$ cat src/rtl/ifu8_pkg.sv
// ============================================================================
// Module   : ifu8_pkg
// Brief    : Shared types and constants for the ifu8 instruction fetch unit.
// Revision : 1.0
// ============================================================================
`default_nettype none

package ifu8_pkg;

  typedef enum logic [1:0] {
    IDLE = 2'b00,
    WAIT = 2'b01,
    DROP = 2'b10
  } state_t;

  localparam logic [15:0] EMPTY_INST = 16'h0000;

endpackage

`default_nettype wire

$ cat src/rtl/ifq.sv
// ============================================================================
// Module   : ifq
// Brief    : Synchronous prefetch FIFO; flush dominates push and pop.
// Revision : 1.0
// ============================================================================
`default_nettype none

module ifq #(
  parameter int DEPTH = 2,
  parameter int W     = 24,
  localparam int CW   = $clog2(DEPTH + 1),
  localparam int PW   = (DEPTH > 1) ? $clog2(DEPTH) : 1
) (
  input  logic          clk,
  input  logic          rst,
  input  logic          push,
  input  logic          pop,
  input  logic          flush,
  input  logic [W-1:0]  din,
  output logic [W-1:0]  head,
  output logic [CW-1:0] count
);

  logic [W-1:0]  r_mem [DEPTH];
  logic [PW-1:0] r_rd;
  logic [PW-1:0] r_wr;
  logic [CW-1:0] r_count;
  logic          w_pop;
  logic          w_push;

  function automatic logic [PW-1:0] ptr_inc(input logic [PW-1:0] p);
    return (p == PW'(DEPTH - 1)) ? '0 : p + 1'b1;
  endfunction

  // Pop of an empty queue and push into a full one (without a pop) are dropped.
  assign w_pop  = pop && (r_count != '0);
  assign w_push = push && ((r_count != CW'(DEPTH)) || w_pop);

  always_ff @(posedge clk) begin
    if (rst || flush) begin
      r_rd    <= '0;
      r_wr    <= '0;
      r_count <= '0;
    end else begin
      if (w_push) r_wr <= ptr_inc(r_wr);
      if (w_pop)  r_rd <= ptr_inc(r_rd);
      case ({w_push, w_pop})
        2'b10:   r_count <= r_count + 1'b1;
        2'b01:   r_count <= r_count - 1'b1;
        default: r_count <= r_count;
      endcase
    end
  end

  always_ff @(posedge clk) begin
    if (w_push && !flush && !rst) r_mem[r_wr] <= din;
  end

  assign head  = r_mem[r_rd];
  assign count = r_count;

endmodule

`default_nettype wire

$ cat src/rtl/ifu8.sv
// ============================================================================
// Module   : ifu8
// Brief    : Instruction fetch unit: req/ack memory handshake feeding a
//            prefetch queue, with redirect, flush and in-flight discard.
// Revision : 1.0
// ============================================================================
`default_nettype none

module ifu8
  import ifu8_pkg::*;
#(
  parameter int PC_W  = 8,
  parameter int DEPTH = 2
) (
  input  logic            clk,
  input  logic            rst,
  output logic            mem_req,
  output logic [PC_W-1:0] mem_addr,
  input  logic            mem_ack,
  input  logic [15:0]     mem_rdata,
  input  logic            take,
  output logic [15:0]     inst,
  output logic [PC_W-1:0] inst_pc,
  output logic            inst_valid,
  input  logic            redir,
  input  logic [PC_W-1:0] redir_pc
);

  localparam int CW = $clog2(DEPTH + 1);
  localparam int QW = PC_W + 16;

  state_t          r_state, w_state_nxt;
  logic [PC_W-1:0] r_pc, w_pc_nxt;
  logic [PC_W-1:0] r_addr, w_addr_nxt;
  logic [CW-1:0]   w_count;
  logic [QW-1:0]   w_head;
  logic            w_valid;
  logic            w_push;
  logic            w_pop;
  logic            w_room;
  logic            w_room_after;

  assign w_valid = (w_count != '0);
  assign w_pop   = take && !redir;
  assign w_room  = (w_count < CW'(DEPTH));
  // Occupancy after this cycle's push: a real pop cancels it out.
  assign w_room_after = (take && w_valid) ? 1'b1 : (w_count < CW'(DEPTH - 1));

  always_ff @(posedge clk) begin
    if (rst) begin
      r_state <= IDLE;
      r_pc    <= '0;
      r_addr  <= '0;
    end else begin
      r_state <= w_state_nxt;
      r_pc    <= w_pc_nxt;
      r_addr  <= w_addr_nxt;
    end
  end

  always_comb begin
    w_state_nxt = r_state;
    w_pc_nxt    = r_pc;
    w_addr_nxt  = r_addr;
    w_push      = 1'b0;
    case (r_state)
      IDLE: begin
        if (redir) begin
          w_pc_nxt = redir_pc;
        end else if (w_room) begin
          w_state_nxt = WAIT;
          w_addr_nxt  = r_pc;
          w_pc_nxt    = r_pc + 1'b1;
        end
      end
      WAIT: begin
        if (redir) begin
          w_pc_nxt    = redir_pc;
          w_state_nxt = mem_ack ? IDLE : DROP;
        end else if (mem_ack) begin
          w_push = 1'b1;
          if (w_room_after) begin
            w_addr_nxt = r_pc;
            w_pc_nxt   = r_pc + 1'b1;
          end else begin
            w_state_nxt = IDLE;
          end
        end
      end
      DROP: begin
        if (redir)   w_pc_nxt    = redir_pc;
        if (mem_ack) w_state_nxt = IDLE;
      end
      default: w_state_nxt = IDLE;
    endcase
  end

  ifq #(
    .DEPTH (DEPTH),
    .W     (QW)
  ) u_ifq (
    .clk   (clk),
    .rst   (rst),
    .push  (w_push),
    .pop   (w_pop),
    .flush (redir),
    .din   ({r_addr, mem_rdata}),
    .head  (w_head),
    .count (w_count)
  );

  assign mem_req    = (r_state != IDLE);
  assign mem_addr   = r_addr;
  assign inst_valid = w_valid;
  assign inst       = w_valid ? w_head[15:0] : EMPTY_INST;
  assign inst_pc    = w_valid ? w_head[QW-1:16] : '0;

endmodule

`default_nettype wire

$ cat config.mk
export PLATFORM = sky130hd
export DESIGN_NAME = ifu8
export DESIGN_NICKNAME = d
export VERILOG_FILES = /design/src/rtl/ifu8_pkg.sv /design/src/rtl/ifq.sv /design/src/rtl/ifu8.sv
export SDC_FILE = /design/constraint.sdc
export NUM_CORES = 1
export LEC_CHECK = 0
export CAP_MARGIN = 10
export CELL_PAD_IN_SITES_DETAIL_PLACEMENT = 0
export CELL_PAD_IN_SITES_GLOBAL_PLACEMENT = 1
export CORE_UTILIZATION = 41
export CTS_BUF_LIST = sky130_fd_sc_hd__clkbuf_16
export DETAILED_ROUTE_END_ITERATION = 10
export PLACE_DENSITY_LB_ADDON = 0.1
export SYNTH_ARGS = -nofsm -noshare
export SYNTH_HDL_FRONTEND = slang
export SYNTH_HIERARCHICAL = 1
export SYNTH_SLANG_ARGS = --single-unit
$ cat constraint.sdc
create_clock -name clk -period 6 [get_ports clk]
set_input_delay 1.2 -clock clk [delete_from_list [all_inputs] [get_ports clk]]
set_output_delay 1.2 -clock clk [all_outputs]
set_load 0.02 [all_outputs]
==> reports/qor.yml <==
status: "completed"
yosys.area.top_type: "edfxtp_1"
critPathArrivalTime_ns: 2.50
cts_tree: "done"
grtUsageMet2_pct: 24.9
post-dp-hpwl_um: 3650
cts_resized: 0
htree_levels: 3
post-route-util_pct: 56.4
required_ns: 4.80
tns_ns: 0
postCtsHoldBufs: 0
cap_violations: 0
stdcell_area_um2: 4110
cts_root_buffer: "clkbuf_16"
syn_inst: 242
ys_ff_latch: 71
dr.pass1.iters: 4
rsz0062_at_grt: "no"
place_ws_ns: 2.45
power_density_nw_per_um2: 286
cts_buffers: 9
via_per_inst: 4.98
cp-start-kind: "flip-flop"
skew_ns: 0.00667
grt_max_degree: 28
hold_class: "flip-flop to flip-flop"
syn_avg_cell_area_um2: 12.8
fin_ws_ns: 2.30
synthTopCellsByArea: "edfxtp_1 46%, dfxtp_1 15%, mux2_2 8.7%"
ant_nets: 0
busiest_layer: "met2"
die_x_um: 89.0
maxSlewViolCount: 0
max_freq_ghz: 0.270
clk_latency_ns: 0.33
post_cts_buffers: 0
drt_iter0_drc: 60
min_period_ns: 3.70
cts.path.max_buffers: 2
drive_above_1_share_pct: 16.7
grt_pass1_vias: 1876
num_vias: 2042
synth_edf_count: 48
io_pins: 63
die_y_um: 89.0
finalHoldViolations: 0
async_flop_share_pct: 0
hp-start: "u_ifq/r_wr$_SDFFE_PP0P_"
p_leak_nw: 1.40
synth.cell_area_um2: 3100
gr-total-overflow: 0
synthDistinctLibCells: 46
synthesis.nets: 273
gp_congestion: 0.735
rr_startpoint: "u_ifq/count[0]$_SDFFE_PP0P_"
endpoint_kind: "primary output"
yosysTopAreaCellShare_pct: 46.5
area_growth_pct: 32.6
ir_worst_vdd_v: 0.000170
wl_per_cell_um: 14.2
diodes: 0
finalCritPeriodShare_pct: 61.7
initial_core_util_pct: 42.5
die_area_um2: 7910
portBuffers: 62
dpl-instance-area_um2: 3790
coreArea_um2: 7290
yosysWarnings: 6
synth.yosys.seq_area_share_pct: 61.3
grt_use_met3_pct: 4.34
numClockSinks: 71
route.detailed.drc: 0
finalSetupViolations: 0
timing.hold.ws_ns: 0.486
synth_ff_type: "edfxtp_1"
row_count: 31
slew_headroom_pct: 26.9
grt_pass1_wl_um: 9060
crit_type: "flip-flop to primary output"
track_usage_pct: 15.9
met1_usage_pct: 20.0
nets: 337
tightest_slew_ns: 1.10
cp_max_fo: 24
antenna_found_initial: 0
wirelength_um: 5810
cts.clk_slew.worst_paths_ns: 0.06
fill_cells: 677
==> area by class of cell <==
class                           instances  area (um2)  area share [%]
Timing Repair Buffer                   64         636            15.5
Inverter                                3        11.3           0.274
Clock buffer                            9         225            5.48
Sequential cell                        71        1900            46.2
Multi-Input combinational cell        157        1120            27.2
Tap cell                               99         124            3.01
Clock inverter                          7        96.3            2.34
==> layer usage <==
metal | vias to the layer above | routed length (um)
li1 | 1008 | -
met1 | 971 | 2730
met3 | 10 | 307
met4 | 0 | 119
met2 | 53 | 2650
met5 | - | 0
==> registers in the layout, summed over array words and instances (netlist names), named ones only <==
| register | flops |
|---|---|
| u_ifq/r_mem | 48 |
| mem_addr | 8 |
| r_pc | 8 |
| r_state | 2 |
| u_ifq/count | 2 |
| u_ifq/r_rd | 1 |
| u_ifq/r_wr | 1 |
==> cells in the final DEF (no fill, tap or decap), drive strengths merged, types with 7 or more instances in the layout <==
cell type,netlist,final
clkdlybuf4s50,0,62
edfxtp,48,48
nor2b,25,25
mux2,24,24
dfxtp,23,23
nor2,18,18
a21oi,11,11
mux2i,9,9
nand2,9,9
clkbuf,5,9
o21ai,8,8
nor3,7,7
==> synth_stat cells (2+ instances only) <==
| master | count |
|---|---|
| edfxtp_1 | 48 |
| mux2_2 | 24 |
| nor2b_1 | 24 |
| dfxtp_1 | 23 |
| nor2_1 | 17 |
| a21oi_1 | 11 |
| mux2i_1 | 9 |
| nand2_1 | 9 |
| nor3_1 | 7 |
| o21ai_0 | 7 |
| clkbuf_1 | 4 |
| nand2b_1 | 4 |
| nand3_1 | 4 |
| and3_1 | 3 |
| buf_2 | 3 |
| buf_6 | 3 |
| inv_1 | 3 |
| nor4_1 | 3 |
| or3_1 | 3 |
| and2_1 | 2 |
| ha_1 | 2 |
| o21a_1 | 2 |
| o31ai_1 | 2 |
| o32ai_1 | 2 |
| xnor2_1 | 2 |
==> worst paths after layout <==
path | endpoint | slack, ns | cells past startpoint
setup / recovery | inst_pc[5] | 2.30 | 3
hold / removal | u_ifq/r_wr$_SDFFE_PP0P_ | 0.49 | 2
setup reg to reg | r_pc[0]$_SDFFE_PP0P_ | 3.84 | 5
hold reg to reg | u_ifq/r_wr$_SDFFE_PP0P_ | 0.49 | 2
==> cells by family after synthesis <==
group                      count (synthesis)  synth area share (%)
muxes                                     33                  11.6
AOI/OAI and AO/OA                         33                  7.06
DFF                                       71                  61.3
xor gates and xnor gates                   3                 0.848
and+or+nand+nor                           86                  15.5
adders and majority gates                  2                 0.807
buffers and inverters                     14                  2.86
==> worst max-delay path, stage by stage (launching register included) <==
cell and delay, ns:
dfxtp_1 1.02, mux2_2 0.42, nor2b_1 0.14, clkdlybuf4s50_1 0.59
==> report_power, final <==
part	internal [mW]	leakage, nW	switching (mW)
clock network	0.364	0.150	0.202
registers	0.530	0.628	0.00963
logic	0.0385	0.619	0.0323
==> metrics by stage <==
stage | std cells | power, mW
4_1_cts | 410 | 1.19
3_5_place_dp | 394 | 0.620
2_1_floorplan | 242 | 0.585
6_report | 410 | 1.18
3_3_place_gp | 394 | 0.620
5_1_grt | 410 | 1.22
Note: power is estimated with default switching activity, not from simulation.
